--- src/rtl/tuner_pkg.sv ---
`default_nettype none
// ============================================================================
// Module      : tuner_pkg
// Description : Constants and state encoding shared by the tuner and its
//               hop controller.
// Revision    : 1.0 - initial release
// ============================================================================
package tuner_pkg;

    localparam int FSZ     = 31;       // tuning word width
    localparam int DSZ     = 16;       // tuner sample width
    localparam int ENTRY_W = FSZ + 1;  // hop entry: {freq, dir}

    typedef enum logic [1:0] {
        ST_IDLE   = 2'd0,
        ST_LOAD   = 2'd1,
        ST_SETTLE = 2'd2,
        ST_DWELL  = 2'd3
    } hop_state_t;

endpackage
`default_nettype wire

--- src/rtl/hop_table.sv ---
`default_nettype none
// ============================================================================
// Module      : hop_table
// Description : DEPTH x W register file, synchronous write, asynchronous read.
// Revision    : 1.0 - initial release
// ============================================================================
module hop_table
    import tuner_pkg::*;
#(
    parameter int DEPTH = 8,
    parameter int AW    = 3,
    parameter int W     = ENTRY_W
) (
    input  logic          clk,
    input  logic          we,
    input  logic [AW-1:0] wr_addr,
    input  logic [W-1:0]  wr_data,
    input  logic [AW-1:0] rd_addr,
    output logic [W-1:0]  rd_data
);

    logic [W-1:0] r_mem [DEPTH];

    // No reset: contents are undefined until software programs them.
    always_ff @(posedge clk) begin
        if (we) begin
            r_mem[wr_addr] <= wr_data;
        end
    end

    // Combinational read returns the pre-write value on a same-edge write.
    assign rd_data = r_mem[rd_addr];

endmodule
`default_nettype wire

--- src/rtl/tuner_hop_controller.sv ---
`default_nettype none
// ============================================================================
// Module      : tuner_hop_controller
// Description : Steps the tuner LO through a programmable hop table, blanking
//               out_valid for SETTLE cycles after every retune.
// Revision    : 1.0 - initial release
// ============================================================================
module tuner_hop_controller
    import tuner_pkg::*;
#(
    parameter int FSZ    = 31,
    parameter int DEPTH  = 8,
    parameter int AW     = 3,
    parameter int DWW    = 24,
    parameter int SETTLE = 4
) (
    input  logic           clk,
    input  logic           reset,
    input  logic           cfg_we,
    input  logic [AW-1:0]  cfg_addr,
    input  logic [FSZ-1:0] cfg_freq,
    input  logic           cfg_dir,
    input  logic [AW-1:0]  last_idx,
    input  logic [DWW-1:0] dwell,
    input  logic           loop_en,
    input  logic           ns_en,
    input  logic           start,
    input  logic           stop,
    output logic [FSZ-1:0] lo_freq,
    output logic           lo_dir,
    output logic           lo_ns_en,
    output logic [AW-1:0]  hop_idx,
    output logic           hop_strobe,
    output logic           out_valid,
    output logic           busy,
    output logic           done
);

    localparam logic [AW-1:0]  C_LAST_MAX  = AW'(DEPTH - 1);
    localparam logic [DWW-1:0] C_SETTLE_M1 = DWW'(SETTLE - 1);

    hop_state_t     r_state, w_state_nxt;
    logic [AW-1:0]  r_idx, w_idx_nxt;
    logic [DWW-1:0] r_cnt, w_cnt_nxt;
    logic           r_loop_en, w_loop_nxt;
    logic           w_load, w_done_nxt;
    logic [AW-1:0]  w_last;
    logic [DWW-1:0] w_dwell_m1;
    logic [FSZ:0]   w_rd_entry;

    hop_table #(
        .DEPTH (DEPTH),
        .AW    (AW),
        .W     (FSZ + 1)
    ) u_hop_table (
        .clk     (clk),
        .we      (cfg_we),
        .wr_addr (cfg_addr),
        .wr_data ({cfg_freq, cfg_dir}),
        .rd_addr (r_idx),
        .rd_data (w_rd_entry)
    );

    assign w_last     = (last_idx > C_LAST_MAX) ? C_LAST_MAX : last_idx;
    assign w_dwell_m1 = (dwell == '0) ? '0 : dwell - DWW'(1);

    always_comb begin
        w_state_nxt = r_state;
        w_idx_nxt   = r_idx;
        w_cnt_nxt   = r_cnt;
        w_loop_nxt  = r_loop_en;
        w_load      = 1'b0;
        w_done_nxt  = 1'b0;
        // stop wins over everything, including a coincident start in IDLE
        if (stop) begin
            w_state_nxt = ST_IDLE;
        end else begin
            case (r_state)
                ST_IDLE: begin
                    if (start) begin
                        w_state_nxt = ST_LOAD;
                        w_idx_nxt   = '0;
                    end
                end
                ST_LOAD: begin
                    w_load      = 1'b1;
                    w_cnt_nxt   = C_SETTLE_M1;
                    w_state_nxt = ST_SETTLE;
                end
                ST_SETTLE: begin
                    if (r_cnt == '0) begin
                        w_cnt_nxt   = w_dwell_m1;
                        w_loop_nxt  = loop_en;
                        w_state_nxt = ST_DWELL;
                    end else begin
                        w_cnt_nxt = r_cnt - DWW'(1);
                    end
                end
                ST_DWELL: begin
                    if (r_cnt == '0) begin
                        if ((r_idx == w_last) && !r_loop_en) begin
                            w_done_nxt  = 1'b1;
                            w_state_nxt = ST_IDLE;
                        end else begin
                            w_idx_nxt   = (r_idx == w_last) ? '0 : r_idx + AW'(1);
                            w_state_nxt = ST_LOAD;
                        end
                    end else begin
                        w_cnt_nxt = r_cnt - DWW'(1);
                    end
                end
                default: w_state_nxt = ST_IDLE;
            endcase
        end
    end

    always_ff @(posedge clk or posedge reset) begin
        if (reset) begin
            r_state    <= ST_IDLE;
            r_idx      <= '0;
            r_cnt      <= '0;
            r_loop_en  <= 1'b0;
            lo_freq    <= '0;
            lo_dir     <= 1'b0;
            lo_ns_en   <= 1'b0;
            hop_idx    <= '0;
            hop_strobe <= 1'b0;
            done       <= 1'b0;
        end else begin
            r_state    <= w_state_nxt;
            r_idx      <= w_idx_nxt;
            r_cnt      <= w_cnt_nxt;
            r_loop_en  <= w_loop_nxt;
            lo_ns_en   <= ns_en;
            hop_strobe <= w_load;
            done       <= w_done_nxt;
            if (w_load) begin
                lo_freq <= w_rd_entry[FSZ:1];
                lo_dir  <= w_rd_entry[0];
                hop_idx <= r_idx;
            end
        end
    end

    assign out_valid = (r_state == ST_DWELL);
    assign busy      = (r_state != ST_IDLE);

endmodule
`default_nettype wire

--- config.mk ---
export PLATFORM = sky130hd
export DESIGN_NAME = tuner_hop_controller
export DESIGN_NICKNAME = d
export VERILOG_FILES = /design/src/rtl/tuner_pkg.sv /design/src/rtl/hop_table.sv /design/src/rtl/tuner_hop_controller.sv
export SDC_FILE = /design/constraint.sdc
export NUM_CORES = 1
export LEC_CHECK = 0
export CAP_MARGIN = 10
export CORE_MARGIN = 4
export CORE_UTILIZATION = 63
export DETAILED_ROUTE_END_ITERATION = 12
export PLACE_DENSITY = 0.88
export SLEW_MARGIN = 0
export SYNTH_ARGS = -nofsm -noshare
export SYNTH_HDL_FRONTEND = slang
export SYNTH_HIERARCHICAL = 1
export SYNTH_SLANG_ARGS = --single-unit
export TNS_END_PERCENT = 100
--- constraint.sdc ---
create_clock -name clk -period 5.5 [get_ports clk]
set_input_delay 0.825 -clock clk [delete_from_list [all_inputs] [get_ports clk]]
set_output_delay 0.825 -clock clk [all_outputs]
set_load 0.1 [all_outputs]
==> metrics <==
status completed; Root Driver clkbuf_16; post-synthesis cell count 801; dpl ws 1952 ps; Placed Cells 1164; Setup Fix Bufs, Post-CTS 0; Post-synth ARST share 0.2099; gpl congestion 0.9399; RSZ-0062 raised after global routing no; Netlist cell types 57; Total GRT Usage 0.2674; Clock transition at path regs 60 ps; final hold vios 0; area grow syn2layout 18.58%; 1st-iter DRT viols 796; Routed Antenna Nets 0; total wire length 32.18 mm; die area 24430 sq um; Syn Area/Cell 17.30 sq um; crit path capture type output port; vias per cell 6.631; die width 156.3 um; worst clock skew 24.94 ps; Comb pwr share 0.275; grt ovf 0; CTS tree built; multi-input combinational cell area 4283 sq um; total vias in the final route 8129; half-perimeter wire length after placement 18.10 mm; Nets 1004; DR WL/cell 26.25 um; reg2reg setup slack 2170 ps; R2R Path Start r_cnt[8]$_DFFE_PP0P_; Syn Nets 880; CTS H-tree lvls 2; EDFF count, synth 256; Hold EP lo_freq[28]$_DFFE_PP0P_; Slew Limit Fails 0; max-cap violations 0; # resized after CTS 0; reg2reg end r_cnt[13]$_DFFE_PP0P_; critical path start-end classification flop to output port; setup TNS 0 ps; fill cell count 1170; cell area after synthesis 13860 sq um; f_max 277.1 MHz; drt pass-1 iters 5; Initial Util 0.6489; core footprint 21350 sq um; Reg area 9395 sq um; Max Buffers Root-to-Sink 3; Die Y 156.3 um; Relative slew margins 0.2316; Synth Warn # 6; final worst path period need 3609 ps; Sw Ratio 0.3456; hold path depth 1; insertion delay to the later sink of the worst-skew pair 520 ps; Clk pwr share 0.320; Primary FF master, synth edfxtp_1; CTS Buf Count 34; Switch Pwr 0.002569 W; number of hold buffers added after cts 0; CP max FO 15; Worst setup SP type flop; initial antenna violation count 1; DRC 0; layout cells sized above 1 0.1937; PD cells 452.4 nW/um^2; fin crit share 0.6561; Hold Crit Class flop to flop; global-route wire length before repair 49.05 mm; clk sink count 324; IO Port Bufs 108; post-synthesis sequential area ratio 0.6776; P_leak 5.588 nW; worst endpoint data arrival time 2780 ps; Worst Reg2Reg Path Length in Cells 6; WP data required 4680 ps; setup violators final 0; sequential power share 0.405; Worst Tran Pin Value 1148 ps; post-route setup slack 1891 ps; Synth Register Bits 324; Peak VDD IR 0.4500 mV; largest net degree at the start of global routing 48; I/O pin count 109; Worst Hold Launch lo_freq[28]$_DFFE_PP0P_; fin cells 1226; Power Internal 0.004864 W; Rows 53; vias in the first global route 8298
## sequential cells by signal, indices dropped and copies added, names as in the netlist
| name | count |
|---|---|
| hop_strobe | 1 |
| r_idx | 3 |
| r_state | 2 |
| lo_freq | 31 |
| done | 1 |
| lo_ns_en | 1 |
| r_loop_en | 1 |
| lo_dir | 1 |
| u_hop_table/r_mem | 256 |
| r_cnt | 24 |
| hop_idx | 3 |
## synth_stat cells, types with 8 or more instances
master      n  area share
a21oi_1    21      0.0076
a31oi_1     9      0.0041
buf_2      10      0.0036
clkbuf_1   10      0.0027
dfrtp_1    68        0.12
edfxtp_1  256        0.55
ha_1       10      0.0090
inv_1      11      0.0030
mux2_2     69       0.056
mux4_1     40       0.076
mux4_2     24       0.039
nand2_1    23      0.0062
nand3_1    11      0.0040
nand4_1     8      0.0036
nor2_1     45       0.012
nor3_1     23      0.0083
nor4_1     15      0.0068
o21ai_0    16      0.0058
o21ai_1     8      0.0029
or3_1      10      0.0045
xnor2_1    14      0.0088
xor2_1     14      0.0088
## cell families after synthesis
kind of cell	count (synthesis)	share of synthesized area
AOI/OAI and AO/OA	90	0.04226
xor gates and xnor gates	28	0.01770
adders and majority gates	10	0.009030
buffers and inverters	47	0.01779
DFF	324	0.6776
muxes	136	0.1731
and+or+nand+nor	166	0.06249
## worst max-delay path by stage
stage / start / end / cells past startpoint
after floorplan: cfg_addr[2] / u_hop_table/r_mem[0][0]$_DFFE_PP_ / 2
after global placement: dwell[8] / r_cnt[6]$_DFFE_PP0P_ / 7
after detailed placement: dwell[0] / r_cnt[18]$_DFFE_PP0P_ / 9
after CTS: r_state[1]$_DFFE_PP0P_ / out_valid / 2
after global routing: r_state[1]$_DFFE_PP0P_ / out_valid / 2
final: r_state[1]$_DFFE_PP0P_ / out_valid / 2
## cell type report
cell class / count / area share
inverter: 11 / 0.002589
multi-input combinational: 430 / 0.2607
clock inverter: 15 / 0.01371
tap: 275 / 0.02094
antenna: 1 / 0.0001523
timing repair buffer: 124 / 0.07310
sequential: 324 / 0.5718
clock buffer: 46 / 0.05704
## cell usage in the layout, fill, tap and decap left out, types with 6 or more instances in the layout
cell type / Yosys / layout
nand3_1: 11 / 11
a31oi_1: 9 / 9
nand2_1: 23 / 23
or2_2: 6 / 6
mux4_2: 24 / 24
mux4_1: 40 / 40
inv_1: 11 / 10
xor2_1: 14 / 14
o21ai_1: 8 / 9
clkdlybuf4s50_1: 0 / 108
nor2_1: 45 / 39
or3_1: 10 / 10
nor4_1: 15 / 15
edfxtp_1: 256 / 256
a21oi_1: 21 / 21
ha_1: 10 / 10
nor2_4: 0 / 6
xnor2_1: 14 / 14
mux2_2: 69 / 69
o21ai_0: 16 / 15
nor3_1: 23 / 21
clkbuf_16: 0 / 35
dfrtp_1: 68 / 65
nand4_1: 8 / 8
clkbuf_1: 10 / 9
buf_4: 1 / 16
## power groups by stage
stage / clock network [W] / logic (W) / registers [W]
after detailed placement: 0 / 0.00202 / 0.00304
after CTS: 0.00241 / 0.00204 / 0.00301
after global placement: 0 / 0.00200 / 0.00303
after floorplan: 0 / 0.000579 / 0.00391
final: 0.00238 / 0.00204 / 0.00301
after global routing: 0.00253 / 0.00212 / 0.00302
## stage by stage
step	instance area [sq um]	hold WS, ps	power, W	util
floorplan	13860	471.3	0.004488	-
global placement	15270	482.4	0.005024	0.7149
detailed placement	15270	496.2	0.005064	0.7149
CTS	16430	510.4	0.007454	0.7694
global route	16430	522.5	0.007672	0.7695
finish	16430	503.9	0.007433	0.7695
## critical path: stages, from the launching register on
cell and delay [ps]:
dfrtp_1 430, ha_1 580, clkdlybuf4s50_1 1250
## layer usage
layer,global-route usage,part of all wire,routed length [um]
met5,0,0,0
met1,0.3623,0.39,12420
met2,0.4395,0.50,16070
met4,0.1062,0.039,1261
met3,0.04729,0.076,2439
No activity file was read; power rests on OpenSTA's default activity.
